[config.mk]
export PLATFORM = sky130hd
export DESIGN_NAME = cache_mem_arbiter_flat
export DESIGN_NICKNAME = d
export VERILOG_FILES = /design/src/rtl/mem_arb_pkg.sv /design/src/rtl/cache_mem_arbiter_if.sv /design/src/rtl/rr_pick2.sv /design/src/rtl/cache_mem_arbiter.sv /design/src/flat_wrapper.sv
export SDC_FILE = /design/constraint.sdc
export NUM_CORES = 1
export LEC_CHECK = 0
export CELL_PAD_IN_SITES_DETAIL_PLACEMENT = 0
export CELL_PAD_IN_SITES_GLOBAL_PLACEMENT = 2
export CORE_AREA = 2 2 291 293
export DETAILED_ROUTE_END_ITERATION = 6
export DIE_AREA = 0 0 293 295
export PLACE_DENSITY = 0.61
export SLEW_MARGIN = 20
export SYNTH_ARGS = -nofsm -noshare
export SYNTH_HDL_FRONTEND = slang
export SYNTH_HIERARCHICAL = 1
export SYNTH_SLANG_ARGS = --single-unit
[constraint.sdc]
create_clock -name clk -period 2.85 [get_ports clk]
set_input_delay 0.855 -clock clk [delete_from_list [all_inputs] [get_ports clk]]
set_output_delay 0.855 -clock clk [all_outputs]
set_load 0.01 [all_outputs]
[src/rtl/mem_arb_pkg.sv]
// rtl/mem_arb_pkg.sv - shared types and widths for the cache/memory arbiter
package mem_arb_pkg;

    localparam int ADDR_W  = 32;
    localparam int BLOCK_W = 128;

    typedef enum logic [1:0] {
        IDLE    = 2'd0,
        GRANT_I = 2'd1,
        GRANT_D = 2'd2
    } arb_state_t;

    typedef enum logic {
        REQ_I = 1'b0,
        REQ_D = 1'b1
    } req_id_t;

endpackage

[src/rtl/cache_mem_arbiter_if.sv]
// rtl/cache_mem_arbiter_if.sv - cache-side and memory-side bus bundle for the arbiter
interface cache_mem_arbiter_if #(
    parameter int ADDR_W  = mem_arb_pkg::ADDR_W,
    parameter int BLOCK_W = mem_arb_pkg::BLOCK_W
);
    logic               i_mem_read;
    logic [ADDR_W-1:0]  i_mem_addr;
    logic [BLOCK_W-1:0] i_mem_rdata;
    logic               i_mem_ready;

    logic               d_mem_read;
    logic               d_mem_write;
    logic [ADDR_W-1:0]  d_mem_addr;
    logic [BLOCK_W-1:0] d_mem_wdata;
    logic [BLOCK_W-1:0] d_mem_rdata;
    logic               d_mem_ready;

    logic               mem_read;
    logic               mem_write;
    logic [ADDR_W-1:0]  mem_addr;
    logic [BLOCK_W-1:0] mem_wdata;
    logic [BLOCK_W-1:0] mem_rdata;
    logic               mem_ready;

    // slave: the arbiter itself; master: caches plus memory around it
    modport slave (
        input  i_mem_read, i_mem_addr, d_mem_read, d_mem_write, d_mem_addr, d_mem_wdata,
        input  mem_rdata, mem_ready,
        output i_mem_rdata, i_mem_ready, d_mem_rdata, d_mem_ready,
        output mem_read, mem_write, mem_addr, mem_wdata
    );

    modport master (
        output i_mem_read, i_mem_addr, d_mem_read, d_mem_write, d_mem_addr, d_mem_wdata,
        output mem_rdata, mem_ready,
        input  i_mem_rdata, i_mem_ready, d_mem_rdata, d_mem_ready,
        input  mem_read, mem_write, mem_addr, mem_wdata
    );
endinterface

[src/rtl/rr_pick2.sv]
// rtl/rr_pick2.sv - two-way round-robin pick with a hold-last-grant lock
module rr_pick2
    import mem_arb_pkg::*;
(
    input  logic    i_req_i,
    input  logic    i_req_d,
    input  req_id_t i_last_grant,
    input  logic    i_lock,
    output req_id_t o_pick,
    output logic    o_valid
);
    logic w_last_req;

    assign w_last_req = (i_last_grant == REQ_D) ? i_req_d : i_req_i;

    always_comb begin
        o_valid = i_req_i | i_req_d;
        o_pick  = REQ_I;
        // a lock keeps the previous winner only while it is still asking
        if (i_lock && w_last_req) begin
            o_pick = i_last_grant;
        end else if (i_req_i && !i_req_d) begin
            o_pick = REQ_I;
        end else if (i_req_d && !i_req_i) begin
            o_pick = REQ_D;
        end else if (i_req_i && i_req_d) begin
            o_pick = (i_last_grant == REQ_I) ? REQ_D : REQ_I;
        end
    end
endmodule

[src/rtl/cache_mem_arbiter.sv]
// rtl/cache_mem_arbiter.sv - shares one block-wide memory port between I-cache and D-cache
module cache_mem_arbiter
    import mem_arb_pkg::*;
(
    input  logic                clk,
    input  logic                rst,
    cache_mem_arbiter_if.slave  bus
);
    arb_state_t r_state;
    arb_state_t w_next_state;
    req_id_t    r_last_grant;
    req_id_t    w_next_last_grant;
    logic       r_d_lock;
    logic       w_next_d_lock;
    req_id_t    w_pick;
    logic       w_pick_valid;

    rr_pick2 u_pick (
        .i_req_i      (bus.i_mem_read),
        .i_req_d      (bus.d_mem_read | bus.d_mem_write),
        .i_last_grant (r_last_grant),
        .i_lock       (r_d_lock & bus.d_mem_read),
        .o_pick       (w_pick),
        .o_valid      (w_pick_valid)
    );

    always_ff @(posedge clk or posedge rst) begin
        if (rst) begin
            r_state      <= IDLE;
            r_last_grant <= REQ_D;
            r_d_lock     <= 1'b0;
        end else begin
            r_state      <= w_next_state;
            r_last_grant <= w_next_last_grant;
            r_d_lock     <= w_next_d_lock;
        end
    end

    always_comb begin
        w_next_state      = r_state;
        w_next_last_grant = r_last_grant;
        w_next_d_lock     = r_d_lock;
        bus.mem_read      = 1'b0;
        bus.mem_write     = 1'b0;
        bus.mem_addr      = '0;
        bus.mem_wdata     = '0;
        bus.i_mem_ready   = 1'b0;
        bus.d_mem_ready   = 1'b0;
        case (r_state)
            IDLE: begin
                if (w_pick_valid) begin
                    w_next_state = (w_pick == REQ_I) ? GRANT_I : GRANT_D;
                end
            end
            GRANT_I: begin
                bus.mem_read    = bus.i_mem_read;
                bus.mem_addr    = bus.i_mem_addr;
                bus.i_mem_ready = bus.mem_ready;
                if (bus.mem_ready) begin
                    w_next_state      = IDLE;
                    w_next_last_grant = REQ_I;
                    w_next_d_lock     = 1'b0;
                end
            end
            GRANT_D: begin
                bus.mem_read    = bus.d_mem_read;
                bus.mem_write   = bus.d_mem_write;
                bus.mem_addr    = bus.d_mem_addr;
                bus.mem_wdata   = bus.d_mem_wdata;
                bus.d_mem_ready = bus.mem_ready;
                if (bus.mem_ready) begin
                    w_next_state      = IDLE;
                    w_next_last_grant = REQ_D;
                    // a finished write-back reserves the next slot for its allocate read
                    w_next_d_lock     = bus.d_mem_write;
                end
            end
            default: begin
                w_next_state = IDLE;
            end
        endcase
    end

    assign bus.i_mem_rdata = bus.mem_rdata;
    assign bus.d_mem_rdata = bus.mem_rdata;

    a_d_rw_exclusive: assert property (@(posedge clk) disable iff (rst)
        !(bus.d_mem_read && bus.d_mem_write));
endmodule

[src/flat_wrapper.sv]
// flat-port wrapper written by rule: the top's interface ports become plain ports
module cache_mem_arbiter_flat import mem_arb_pkg::*;
  (clk, rst, bus_i_mem_read, bus_i_mem_addr, bus_d_mem_read, bus_d_mem_write, bus_d_mem_addr, bus_d_mem_wdata, bus_mem_rdata, bus_mem_ready, bus_i_mem_rdata, bus_i_mem_ready, bus_d_mem_rdata, bus_d_mem_ready, bus_mem_read, bus_mem_write, bus_mem_addr, bus_mem_wdata);
  cache_mem_arbiter_if bus_i ();
  input  logic clk;
  input  logic rst;
  input wire logic [$bits(bus_i.i_mem_read)-1:0] bus_i_mem_read;
  input wire logic [$bits(bus_i.i_mem_addr)-1:0] bus_i_mem_addr;
  input wire logic [$bits(bus_i.d_mem_read)-1:0] bus_d_mem_read;
  input wire logic [$bits(bus_i.d_mem_write)-1:0] bus_d_mem_write;
  input wire logic [$bits(bus_i.d_mem_addr)-1:0] bus_d_mem_addr;
  input wire logic [$bits(bus_i.d_mem_wdata)-1:0] bus_d_mem_wdata;
  input wire logic [$bits(bus_i.mem_rdata)-1:0] bus_mem_rdata;
  input wire logic [$bits(bus_i.mem_ready)-1:0] bus_mem_ready;
  output wire logic [$bits(bus_i.i_mem_rdata)-1:0] bus_i_mem_rdata;
  output wire logic [$bits(bus_i.i_mem_ready)-1:0] bus_i_mem_ready;
  output wire logic [$bits(bus_i.d_mem_rdata)-1:0] bus_d_mem_rdata;
  output wire logic [$bits(bus_i.d_mem_ready)-1:0] bus_d_mem_ready;
  output wire logic [$bits(bus_i.mem_read)-1:0] bus_mem_read;
  output wire logic [$bits(bus_i.mem_write)-1:0] bus_mem_write;
  output wire logic [$bits(bus_i.mem_addr)-1:0] bus_mem_addr;
  output wire logic [$bits(bus_i.mem_wdata)-1:0] bus_mem_wdata;
  assign bus_i.i_mem_read = bus_i_mem_read;
  assign bus_i.i_mem_addr = bus_i_mem_addr;
  assign bus_i.d_mem_read = bus_d_mem_read;
  assign bus_i.d_mem_write = bus_d_mem_write;
  assign bus_i.d_mem_addr = bus_d_mem_addr;
  assign bus_i.d_mem_wdata = bus_d_mem_wdata;
  assign bus_i.mem_rdata = bus_mem_rdata;
  assign bus_i.mem_ready = bus_mem_ready;
  assign bus_i_mem_rdata = bus_i.i_mem_rdata;
  assign bus_i_mem_ready = bus_i.i_mem_ready;
  assign bus_d_mem_rdata = bus_i.d_mem_rdata;
  assign bus_d_mem_ready = bus_i.d_mem_ready;
  assign bus_mem_read = bus_i.mem_read;
  assign bus_mem_write = bus_i.mem_write;
  assign bus_mem_addr = bus_i.mem_addr;
  assign bus_mem_wdata = bus_i.mem_wdata;
  cache_mem_arbiter u_core (.clk(clk), .rst(rst), .bus(bus_i));
endmodule
**Word-level counts from Yosys, hierarchy flattened**

Index checks and enable logic that the tools add are counted.

- Input port bits: 326
- Output and inout bits: 420
- Word-level logic and storage cells: 44
- Register bits after elaboration: 4

- Equality and inequality tests: 6
- Reduce and logical (&&, ||, !) cells: 11
- Muxes and demuxes: 21
- Bitwise logic cells: 3

Operators with widths:

| operator | count |
|---|---|
| 2-to-1 mux 128 bit | 1 |
| one-hot mux 32 bit (2 select lines) | 1 |
| 2-to-1 mux 1 bit | 12 |
| 2-to-1 mux 2 bit | 3 |
| != test 2 bit (second input constant) | 3 |
| one-hot mux 1 bit (2 select lines) | 3 |
| logical AND 1 bit | 4 |
| one-hot mux 2 bit (2 select lines) | 1 |
| AND reduction 3 bit | 1 |
| == test 2 x 1 -> 1 bit (second input constant) | 1 |
| == test 2 bit (second input constant) | 1 |
| logical NOT 1 bit | 2 |
| logical NOT 2 bit | 1 |
| != test 2 x 1 -> 1 bit (second input constant) | 1 |
| OR 1 bit | 2 |
| AND reduction 2 bit | 1 |
| nonzero test 2 bit | 1 |
| OR reduction 2 bit | 1 |
| bitwise AND 1 bit | 1 |

**Longest topological paths before layout**

- Depth in word-level cells: 9
- Mapped depth: 6

**Hierarchy**

Netlist, hierarchy kept.

By module, submodules not included:

| module | seq. area each (um^2) | times used | cells an instance | area each (um^2) |
|---|---|---|---|---|
| cache_mem_arbiter | 101.3 | 1 | 503 | 3,583.4 |
| rr_pick2 | 0.0 | 1 | 3 | 22.5 |

**Worst setup path after synthesis**

Ideal clock, no wire load.

- Kind: register to output
- From: register u_core.r_state[1]
- To: output port bus_mem_addr[0]
- Data required time: 1,995 ps
- Cell stages (with the launch flop): 5
- Arrival: 1,202 ps
- Slack: 793 ps
- Path through: dfrtp_1 inv_1 ha_1 clkbuf_1 nor2b_1

- Word-level cells in the longest chain between the ends: 2
- Elaborated cells between the ends (all ways): 3
- Those cells by class: eq/ne: 2; mux: 1

RTL lines:

| item | RTL line | source |
|---|---|---|
| start, declared | cache_mem_arbiter.sv:9 | `arb_state_t r_state;` |
| start signal, assigned | cache_mem_arbiter.sv:33 | `r_state <= w_next_state;` |
| == test 2 bit or == test 2 x 1 -> 1 bit (tied branches) | cache_mem_arbiter.sv:49 | `case (r_state)` |
| one-hot mux 32 bit (2 select lines) (*) | cache_mem_arbiter.sv:49 |  |
| end, declared | flat_wrapper.sv:21 | `output wire logic [$bits(bus_i.mem_addr)-1:0] bus_mem_addr;` |

Every way passes the cells marked *; elsewhere a longest branch is shown, timed or not.

**Worst setup path in the final report**

- From: input port bus_d_mem_wdata[60]
- To: output port bus_mem_wdata[60]

- Word-level cells in the longest chain between the ends: 1

RTL lines:

| item | RTL line | source |
|---|---|---|
| start, declared | flat_wrapper.sv:12 | `input wire logic [$bits(bus_i.d_mem_wdata)-1:0] bus_d_mem_wdata;` |
| 2-to-1 mux 128 bit | cache_mem_arbiter.sv:49 |  |
| end, declared | flat_wrapper.sv:22 | `output wire logic [$bits(bus_i.mem_wdata)-1:0] bus_mem_wdata;` |

Every way passes these cells.

==> results.toml <==
[cells_and_area]
final_common_cell = "sky130_fd_sc_hd__clkdlybuf4s50_1"
most-common-layout-cells = "238 x sky130_fd_sc_hd__clkdlybuf4s50_1, 130 x sky130_fd_sc_hd__and2_1, 71 x sky130_fd_sc_hd__dlygate4sd2_1"
layout_area_growth_over_synthesis_pct = 91.3
drive_gt1_share_pct = 6.10
insertedDiodeCount = 0
area_of_all_placed_cells_without_fillers_sq_mm = 0.00690
finalNetCount = 938

[setup_path]
start_kind = "primary input"
critical_path_arrival_ns = 1.98
timing_worst_setup_path_type = "primary input to output port"
number_of_cells_traversed_by_the_worst_register_to_register_path = 5
rr_startpoint = "u_core/r_state[0]$_DFFE_PP0P_"
cp_max_fo = 1
critical_path.startpoint = "bus_d_mem_wdata[60]"
setup.worst_path.end_class = "output port"
cp_data_required_time_ns = 2.00

[drt]
drt-total-wl_microns = 18900
detail_route.wirelength.met1_microns = 5730
wl_per_cell_microns = 11.2
dr.pass1.iters = 4
dr.first_iter.drc_count = 94
highest-signal-layer = "met4"
routed_via_density = 2.04
vias = 3436
post-route-drc-count = 0
detail-route-antenna-nets = 0
wl_met3_microns = 2990
met2RoutedLength_microns = 9140

[pwr]
switchingPower_mw = 1.42
pwr_density_cell_mw_per_mm2 = 478
power.internal_mw = 1.88
relative_contribution_of_sequential_cells_to_total_power_pct = 3.4
total_leakage_power_nw = 3.19
pwr-share-clk_pct = 6.9
vdd.ir_drop.worst_mv = 0.190
power_mw = 3.30
combPwrFrac_pct = 89.6
switching_share_pct = 43.0

[floorplanning]
initial_utilization_pct = 4.34
die_area_sq_mm = 0.0864
die-height_microns = 295
die_w_microns = 293
core.rowCount = 106
design.portCount = 746
design.core.area_sq_mm = 0.0832

[synthesis]
yosysUniqueCellTypes = 23
synth.top_cell.area_share_pct = 53.7
flip_flop_and_latch_count_after_synthesis = 4
total_of_warnings_raised_by_yosys = 6
top_area_cells_in_the_synthesized_netlist = "sky130_fd_sc_hd__buf_4 54%, sky130_fd_sc_hd__and2_1 23%, sky130_fd_sc_hd__a22oi_1 6.9%, sky130_fd_sc_hd__nor2b_1 5.7%, sky130_fd_sc_hd__dfrtp_1 2.1%"
post_synthesis_mean_instance_area_sq_um = 7.13
synth_cells = 506
synth_edf_count = 0
yosysSeqAreaShare_pct = 2.81
ys.flop_type = "sky130_fd_sc_hd__dfrtp_1"
synth_top_cell_by_area = "sky130_fd_sc_hd__buf_4"
ys_async_sr_fraction_pct = 100
synth_nets = 836
mappedNetlistArea_sq_mm = 0.00361

[global_routing]
grt_overflow = 0
grt_start_max_net_pins = 81
grt_first_pass_wirelength_microns = 24500
grt_usage_pct = 3.85
antenna_found_initial = 2
grt_pass1_vias = 3731

[timing]
rsz0062_at_grt = "true"
skew_ns = 0.000596
period_needed_ns = 2.83
max_freq_mhz = 353
timing.final.setup_violations = 0
number_of_max_slew_violations_in_the_final_report = 0
post_route_fraction_of_the_period_consumed_by_the_critical_path_pct = 99.3
relative_slew_slack_pct = 82.1
hold_viol = 0
tightestPinTransition_ns = 0.269

[clock_network]
cts_root_buffer = "sky130_fd_sc_hd__clkbuf_16"
tritoncts.num_buffers = 3
clock_insertion_delay_worst_skew_ns = 0.22
clockBufferDepth = 2
clk_pin_slew_worst_paths_ns = 0.03
clock_tree_from_tritoncts = "built"
htree_levels = 1
cts_num_sinks = 4

[outcome]
outcome = "complete, no violations"

[placed_design]
dp_hpwl_microns = 16300
dpl-instance-area_sq_mm = 0.00677
port_buffers = 361
place.gp.congestion = 0.774

[run]
drv.max_cap_violation_count = 0

[worst_hold_path]
worst_hold_path_type = "register to register"
hold_path_depth = 2
min-delay-start = "u_core/r_last_grant$_DFFE_PP1P_"
## registers in the layout, indices dropped and copies added, names as in the netlist
| signal | cells |
|---|---|
| u_core/r_state | 2 |
| u_core/r_d_lock | 1 |
| u_core/r_last_grant | 1 |
## power by group through the flow
stage | Clock, mW | Combinational [mW] | Sequential (mW)
2_1_floorplan | 0 | 1.64 | 0.101
3_3_place_gp | 0 | 3.24 | 0.109
3_5_place_dp | 0 | 3.23 | 0.109
4_1_cts | 0.234 | 3.08 | 0.114
5_1_grt | 0.239 | 3.21 | 0.116
6_report | 0.228 | 2.96 | 0.114
## cells in the mapped netlist (3+ instances only)
master and n:
sky130_fd_sc_hd__nor2b_1 33, sky130_fd_sc_hd__buf_2 8, sky130_fd_sc_hd__and2_1 130, sky130_fd_sc_hd__clkbuf_2 9, sky130_fd_sc_hd__inv_1 6, sky130_fd_sc_hd__a22oi_1 33, sky130_fd_sc_hd__ha_1 4, sky130_fd_sc_hd__buf_4 258
sky130_fd_sc_hd__dfrtp_1 3, sky130_fd_sc_hd__clkbuf_1 4
## critical path, cell delays in order
cell,delay (ns)
sky130_fd_sc_hd__clkdlybuf4s50_1,0.45
sky130_fd_sc_hd__and2_1,0.12
sky130_fd_sc_hd__clkdlybuf4s50_1,0.55
## area by class of cell
class,count,area (sq um)
Clock buffer,4,78.8
Inverter,6,22.5
Timing Repair Buffer,378,3890
Sequential cell,4,103
Multi-Input combinational cell,215,1460
Fill cell,9705,76300
Tap cell,1080,1350
## final timing paths
check	slack, ns	end
setup / recovery	0.02	bus_mem_wdata[60]
hold / removal	0.48	u_core/r_last_grant$_DFFE_PP1P_
setup reg to reg	1.29	u_core/r_d_lock$_DFFE_PP0P_
hold reg to reg	0.48	u_core/r_last_grant$_DFFE_PP1P_
max in group asynchronous	1.78	u_core/r_last_grant$_DFFE_PP1P_
min in group asynchronous	0.84	u_core/r_state[0]$_DFFE_PP0P_
## repair_timing
action / in CTS / in global routing
endpoints found under the setup margin: 72 / 48
buffers inserted: 0 / 0
cloned: 0 / 0
hold buffers: 0 / 0
gates resized for setup: 77 / 47
pin swaps: 1 / 0
## per-layer routing
layer,vias up,GRT usage [%]
li1,1513,-
met4,0,2.10
met3,56,2.28
met1,1462,3.47
met2,405,6.75
met5,-,0
## cell families after synthesis
group	Yosys count	share of synthesized area, %
AOI/OAI and AO/OA	39	7.98
xor gates and xnor gates	1	0.243
adders and majority gates	4	1.39
buffers and inverters	287	57.7
DFF	4	2.81
muxes	1	0.312
and+or+nand+nor	170	29.5
## metrics by stage
step / hold WS [ns] / instances / worst slack [ns] / utilization (%) / TNS, ns
after floorplan: 0.454 / 506 / 0.793 / - / 0
after global routing: 0.509 / 1687 / 0.0000211 / 8.29 / 0
final: 0.484 / 1687 / 0.0191 / 8.29 / 0
after global placement: 0.487 / 1683 / -0.339 / 8.14 / -4.92
after CTS: 0.489 / 1687 / 0.000543 / 8.15 / 0
after detailed placement: 0.489 / 1683 / -0.308 / 8.14 / -4.56
Power figures use the tool's default switching activity.
